<file path="src/rtl/ir_freq_detector.sv">
// IR beacon frequency detector.
// IR_Raw is synchronised, and its rising edges are timestamped with a
// saturating cycle counter. Each edge-to-edge period is classified as
// 1 kHz, 10 kHz or neither. An output locks after LOCK_CNT consecutive
// periods of the same class.
// CNT_SAT sets the counter saturation point. It defaults to the full
// 17-bit range and must not exceed 131071.
module ir_freq_detector #(
  parameter int unsigned P1K_MIN  = 90000,
  parameter int unsigned P1K_MAX  = 110000,
  parameter int unsigned P10K_MIN = 9000,
  parameter int unsigned P10K_MAX = 11000,
  parameter int unsigned LOCK_CNT = 4,
  parameter int unsigned CNT_SAT  = 131071
) (
  input  logic        clk,
  input  logic        Reset,
  input  logic        Enable,
  input  logic        IR_Raw,
  output logic        IR_1k,
  output logic        IR_10k,
  output logic [16:0] Period,
  output logic        Valid
);

  localparam logic [16:0] P1K_MIN_C  = 17'(P1K_MIN);
  localparam logic [16:0] P1K_MAX_C  = 17'(P1K_MAX);
  localparam logic [16:0] P10K_MIN_C = 17'(P10K_MIN);
  localparam logic [16:0] P10K_MAX_C = 17'(P10K_MAX);
  localparam logic [16:0] SAT_C      = 17'(CNT_SAT);
  localparam logic [2:0]  LOCK_C     = 3'(LOCK_CNT);

  typedef enum logic {
    NO_SIGNAL = 1'b0,
    MEASURE   = 1'b1
  } state_t;

  typedef enum logic [1:0] {
    C_NONE = 2'd0,
    C_1K   = 2'd1,
    C_10K  = 2'd2
  } per_class_t;

  logic        sync1_q, sync2_q, sync3_q;
  logic        rise_det;
  logic        cnt_sat;

  state_t      state_q, state_d;
  logic [16:0] cnt_q, cnt_d;
  logic [16:0] period_q, period_d;
  logic        valid_q, valid_d;
  logic [2:0]  match_q, match_d;
  per_class_t  prev_q, prev_d;
  per_class_t  cls;
  logic        lock1k_q, lock1k_d;
  logic        lock10k_q, lock10k_d;

  // Two-flop synchroniser plus one delay flop for rising-edge detection.
  always_ff @(posedge clk) begin
    if (Reset) begin
      sync1_q <= 1'b0;
      sync2_q <= 1'b0;
      sync3_q <= 1'b0;
    end else begin
      sync1_q <= IR_Raw;
      sync2_q <= sync1_q;
      sync3_q <= sync2_q;
    end
  end

  assign rise_det = sync2_q & ~sync3_q;
  assign cnt_sat  = (cnt_q == SAT_C);

  // Classify the period that an edge arriving this cycle would close.
  always_comb begin
    cls = C_NONE;
    if (cnt_q >= P1K_MIN_C && cnt_q <= P1K_MAX_C) begin
      cls = C_1K;
    end else if (cnt_q >= P10K_MIN_C && cnt_q <= P10K_MAX_C) begin
      cls = C_10K;
    end
  end

  // State, counter, match tracking and output registers.
  always_ff @(posedge clk) begin
    if (Reset) begin
      state_q   <= NO_SIGNAL;
      cnt_q     <= '0;
      period_q  <= '0;
      valid_q   <= 1'b0;
      match_q   <= '0;
      prev_q    <= C_NONE;
      lock1k_q  <= 1'b0;
      lock10k_q <= 1'b0;
    end else begin
      state_q   <= state_d;
      cnt_q     <= cnt_d;
      period_q  <= period_d;
      valid_q   <= valid_d;
      match_q   <= match_d;
      prev_q    <= prev_d;
      lock1k_q  <= lock1k_d;
      lock10k_q <= lock10k_d;
    end
  end

  // Next-state logic: measurement on edges and loss of signal on saturation.
  always_comb begin
    state_d   = state_q;
    cnt_d     = cnt_q;
    period_d  = period_q;
    valid_d   = 1'b0;
    match_d   = match_q;
    prev_d    = prev_q;
    lock1k_d  = lock1k_q;
    lock10k_d = lock10k_q;

    if (!Enable) begin
      state_d   = NO_SIGNAL;
      cnt_d     = '0;
      match_d   = '0;
      prev_d    = C_NONE;
      lock1k_d  = 1'b0;
      lock10k_d = 1'b0;
    end else begin
      if (rise_det) begin
        cnt_d = 17'd1;
      end else if (!cnt_sat) begin
        cnt_d = cnt_q + 17'd1;
      end

      case (state_q)
        NO_SIGNAL: begin
          if (rise_det) begin
            state_d = MEASURE;
          end
        end
        MEASURE: begin
          // An edge takes priority over saturation.
          // A period of exactly CNT_SAT is still reported.
          if (rise_det) begin
            period_d = cnt_q;
            valid_d  = 1'b1;
            prev_d   = cls;
            if (cls != C_NONE && cls == prev_q) begin
              match_d = (match_q >= LOCK_C) ? LOCK_C : match_q + 3'd1;
            end else if (cls == C_NONE) begin
              match_d = '0;
            end else begin
              match_d = 3'd1;
            end
            lock1k_d  = (cls == C_1K)  && (match_d == LOCK_C);
            lock10k_d = (cls == C_10K) && (match_d == LOCK_C);
          end else if (cnt_sat) begin
            state_d   = NO_SIGNAL;
            match_d   = '0;
            prev_d    = C_NONE;
            lock1k_d  = 1'b0;
            lock10k_d = 1'b0;
          end
        end
        default: state_d = NO_SIGNAL;
      endcase
    end
  end

  assign IR_1k  = lock1k_q;
  assign IR_10k = lock10k_q;
  assign Period = period_q;
  assign Valid  = valid_q;

endmodule

</file>
<file path="config.mk">
export PLATFORM = sky130hd
export DESIGN_NAME = ir_freq_detector
export DESIGN_NICKNAME = d
export VERILOG_FILES = /design/src/rtl/ir_freq_detector.sv
export SDC_FILE = /design/constraint.sdc
export NUM_CORES = 1
export LEC_CHECK = 0
export ABC_AREA = 1
export CAP_MARGIN = 15
export CORE_MARGIN = 5
export CORE_UTILIZATION = 35
export CTS_CLUSTER_SIZE = 14
export DETAILED_ROUTE_END_ITERATION = 10
export GPL_ROUTABILITY_DRIVEN = 0
export SETUP_SLACK_MARGIN = 0.15
export SYNTH_ARGS = -nofsm -noshare
export SYNTH_HDL_FRONTEND = slang
export SYNTH_SLANG_ARGS = --single-unit
</file>
<file path="constraint.sdc">
create_clock -name clk -period 6.1 [get_ports clk]
set_input_delay 0.61 -clock clk [delete_from_list [all_inputs] [get_ports clk]]
set_output_delay 0.61 -clock clk [all_outputs]
set_load 0.01 [all_outputs]
</file>
== After elaboration in Yosys (flattened, before gate mapping) ==
Cells that the tools add are included.
Word-level totals
  bits in registers: 46
  input port bits: 4
  output and inout bits: 20
  word-level logic and storage cells: 63
Operators by class
  $add $sub $neg: 2
  order comparisons: 5
  eq/ne operators: 6
  muxes and demuxes: 21
  bitwise operators: 4
  reductions and logical operators: 13
Operator list (number)
  two-way mux 3 bit: 7
  adder 17 x 1 -> 17 bit, second input constant: 1
  equality test 17 bit, second input constant: 1
  >= comparator 17 x 14 -> 1 bit, second input constant: 1
  >= comparator 17 bit, second input constant: 1
  <= comparator 17 x 14 -> 1 bit, second input constant: 1
  <= comparator 17 bit, second input constant: 1
  two-way mux 1 bit: 9
  two-way mux 2 bit: 4
  OR reduction 3 bit: 2
  logical AND 1 bit: 5
  nonzero test 2 bit: 2
  adder 3 x 1 -> 3 bit, second input constant: 1
  equality test 3 bit, second input constant: 1
  >= comparator 3 bit, second input constant: 1
  inverter 1 bit: 3
  AND reduction 3 bit: 1
  equality test 2 x 1 -> 1 bit, second input constant: 1
  equality test 2 bit: 1
  equality test 2 bit, second input constant: 1
  logical NOT 2 bit: 1
  != test 2 bit, second input constant: 1
  case mux 1 bit (2 select lines): 1
  AND reduction 2 bit: 1
  other kinds (2): 2

== Longest topological paths before layout ==
  depth in word-level cells: 13
  depth in mapped cells: 14
  mapped depth without buffers: 14

== Worst setup path before layout ==
Ideal clock, no wire load.
  kind: reg-to-reg
  start: reg cnt_q[0]
  end: reg cnt_q[14]
  library setup time: 0.121 ns
  arrival time: 1.836 ns
  required time: 5.979 ns
  path slack: 4.143 ns
  stages on the path, launching flop included: 14
  path buffers: 0
  period minus slack after synthesis: 1.957 ns
  cell sequence: dfxtp_1 ha_1 nand4_1 nor4_1 ha_1 inv_1 nand3_1 nor2_2 inv_2 nor2_1 inv_1 nor2_2 o21ai_0 a21oi_1
On the way
  word-level cells in the longest chain between the ends: 1
  elaborated cells between the ends (all ways): 2
  those cells by class: add/sub: 1; eq/ne: 1
RTL lines
  start: declaration: line 49  | logic [16:0] cnt_q, cnt_d;
  start signal: assignment: line 97  | cnt_q <= cnt_d;
  adder 17 x 1 -> 17 bit or equality test 17 bit (tied branches): line 129, 72
Several ways; a longest one is shown, not always the timed one.
A chain may end at the register's enable or synchronous reset.

== Final worst setup path ==
  start: in Reset
  end: reg cnt_q[15]
On the way
  word-level cells in the longest chain between the ends: 1
RTL lines
  start: declaration: line 17  | input logic Reset,
  OR reduction 3 bit (no line)
Every way passes these cells.

==> impl_metrics.ini <==
[status]
status = finished, final reports clean

[setup_path]
critPathTopFamily = buffers and inverters
cp.arrival_ns = 3.01
end_kind = flip-flop
worstPathRequired_ns = 6.32
crit_type = input port to flip-flop
path_max_fanout = 21
startpoint_type = input port
path_cells = clkdlybuf4s50_1, nor2_1, inv_1, nor2_1, inv_1, nor3_1
slowest_stage = clkdlybuf4s50_1
crit_path_max_incr_delay_ns = 0.80
path_buf_inv = 3

[sta]
slew-limit-headroom_pct = 48.0
period_needed_ns = 2.79
setup_viol = 0
worst_pin_slew_ns = 0.778
hold_violations = 0
min_period_over_period_pct = 45.8
tns_ns = 0
drv_slew = 0
finClkSkew_ns = 0.00771
rsz0062_at_grt = no
holdWs_ns = 0.408
fmax_mhz = 358

[floorplanning]
rows = 29
start_util_pct = 35.4
pin_count = 24
core-area_sq_um = 6280
die_y_um = 89.7
dieArea_sq_um = 8040
die-width_um = 89.7

[placed_design]
hpwl_um = 3720
placement.io_buffers = 23

[pwr]
leakage_nw = 0.985
powerDensity_nw_per_um2 = 197
irDropWorstVdd_v = 0.0000760

[route]
avgViaCountPerCell = 4.69
wire_per_inst_um = 11.6
drt_first_pass_iters = 4
ant_nets = 0
routed_wl_um = 4880
vias = 1980
drtIter0Drc = 123
drc_errors = 0

[synth]
synth_top_area_cell = dfxtp_1
yosysTopAreaCellShare_pct = 41.5
syn_inst = 324
syn_area_sq_um = 2220
ys_types = 29
ys_top_cells_by_area = dfxtp_1 41%, nand2_1 15%, a21oi_1 7.9%, inv_1 6.9%, nor2_1 5.4%
synth.avg_cell_area_sq_um = 6.85
synth-seq-cells = 46
yosysWarningCount = 0
syn_nets = 333
ys_seq_area_share_pct = 41.5

[clocking]
cts_hold_repair.buffers = 0
clock_latency_ns = 0.30
cts_made_buffers = 5
tritoncts = yes
clk_pin_slew_ns = 0.08
h-tree-depth = 2
post_cts_buffers = 0
cts_root_buf = clkbuf_8
cts-resized-gates = 0
clockBufferDepth = 2
cts_num_sinks = 46

[global_routing]
grt-ovfl-total = 0
grt_start_max_net_pins = 22
grt_antenna_before_repair = 0
track_usage_pct = 14.0
grt_pass1_vias = 1882
grt_pass1_wl_um = 8600

[cells_and_area]
mostFrequentLayoutCell = nand2_1
n_antenna_cell = 0
syn_to_final_growth_pct = 16.2
drive_gt1_share_pct = 8.99
most-common-layout-cells = 86 x nand2_1, 46 x dfxtp_1, 41 x inv_1
final_nets = 353

[hold_path]
min_path_type = flip-flop to flip-flop

[flow_run]
maxCapViolations = 0
-- worst min-delay path, cell delays in order (launching register included) --
cell     delay (ns)
dfxtp_1        0.30
inv_1          0.04
nor2_1         0.03
-- kinds of logic (layout without fill, tap and decap cells) --
kind of cell / Yosys count / count (layout) / share of synthesized area [%]
AOI/OAI and AO/OA: 53 / 53 / 12.4
xor gates and xnor gates: 1 / 1 / 0.394
adders and majority gates: 5 / 5 / 2.82
buffers and inverters: 56 / 77 / 10.4
DFF: 46 / 46 / 41.5
and+or+nand+nor: 163 / 163 / 32.6
-- sequential cells by signal, indices dropped and copies added, names as in the netlist --
register	count
IR_10k	1
IR_1k	1
sync3_q	1
prev_q	2
cnt_q	17
sync1_q	1
state_q	1
Period	17
sync2_q	1
match_q	3
Valid	1
-- area by class of cell --
| type | count | area [sq um] |
|---|---|---|
| clock buffers | 7 | 86.3 |
| clock inverters | 1 | 5.00 |
| fillers | 685 | 3700 |
| inverters | 46 | 173 |
| multi-input cells | 222 | 1070 |
| flip-flops and latches | 46 | 921 |
| well taps | 77 | 96.3 |
| repair buffers | 23 | 230 |
-- report_power, final --
group	leakage [nW]	internal [mW]	switching (mW)
registers	0.371	0.302	0.00132
clock network	0.0482	0.0915	0.101
logic	0.565	0.00436	0.00917
-- per-layer routing --
metal | up-vias | GRT usage, % | wire length (um)
met5 | - | 0 | 0
met4 | 0 | 6.90 | 120
met3 | 8 | 3.38 | 208
met2 | 43 | 21.7 | 2250
met1 | 866 | 18.2 | 2300
li1 | 1063 | - | -
-- synthesized netlist by cell type --
cell type / n
a21oi_1: 35
a31oi_1: 1
buf_2: 2
buf_4: 4
clkbuf_1: 2
clkbuf_2: 2
dfxtp_1: 46
ha_1: 5
inv_1: 41
inv_2: 5
nand2_1: 86
nand2_2: 5
nand3_1: 11
nand3b_1: 3
nand4_1: 4
nand4_2: 1
nor2_1: 32
nor2_2: 10
nor2_4: 1
nor3_1: 7
nor4_1: 1
nor4_2: 1
o211ai_1: 1
o21ai_0: 11
o21ai_1: 1
o21bai_1: 1
o22ai_1: 3
or2_2: 1
xnor2_1: 1
-- worst paths after layout --
check	startpoint	end	slack, ns	depth (start not counted)
worst min-delay path	sync1_q	sync2_q	0.41	2
worst max-delay path	Reset	cnt_q[15]	3.31	6
worst min register to register	sync1_q	sync2_q	0.41	2
worst max register to register	cnt_q[0]	cnt_q[15]	3.77	12
-- stage by stage --
stage                     utilization [%]  instance area (sq um)  std cells  total power, mW  worst slack (ns)
final                                41.1                   2580        422            0.509              3.31
after global routing                 41.1                   2580        422            0.531              3.01
after CTS                            41.1                   2580        422            0.517              3.24
after detailed placement             39.7                   2490        414            0.324              2.93
after global placement               39.7                   2490        414            0.324              3.04
after floorplan                         -                   2220        324            0.319              4.14
(Power assumes the default switching activity.)
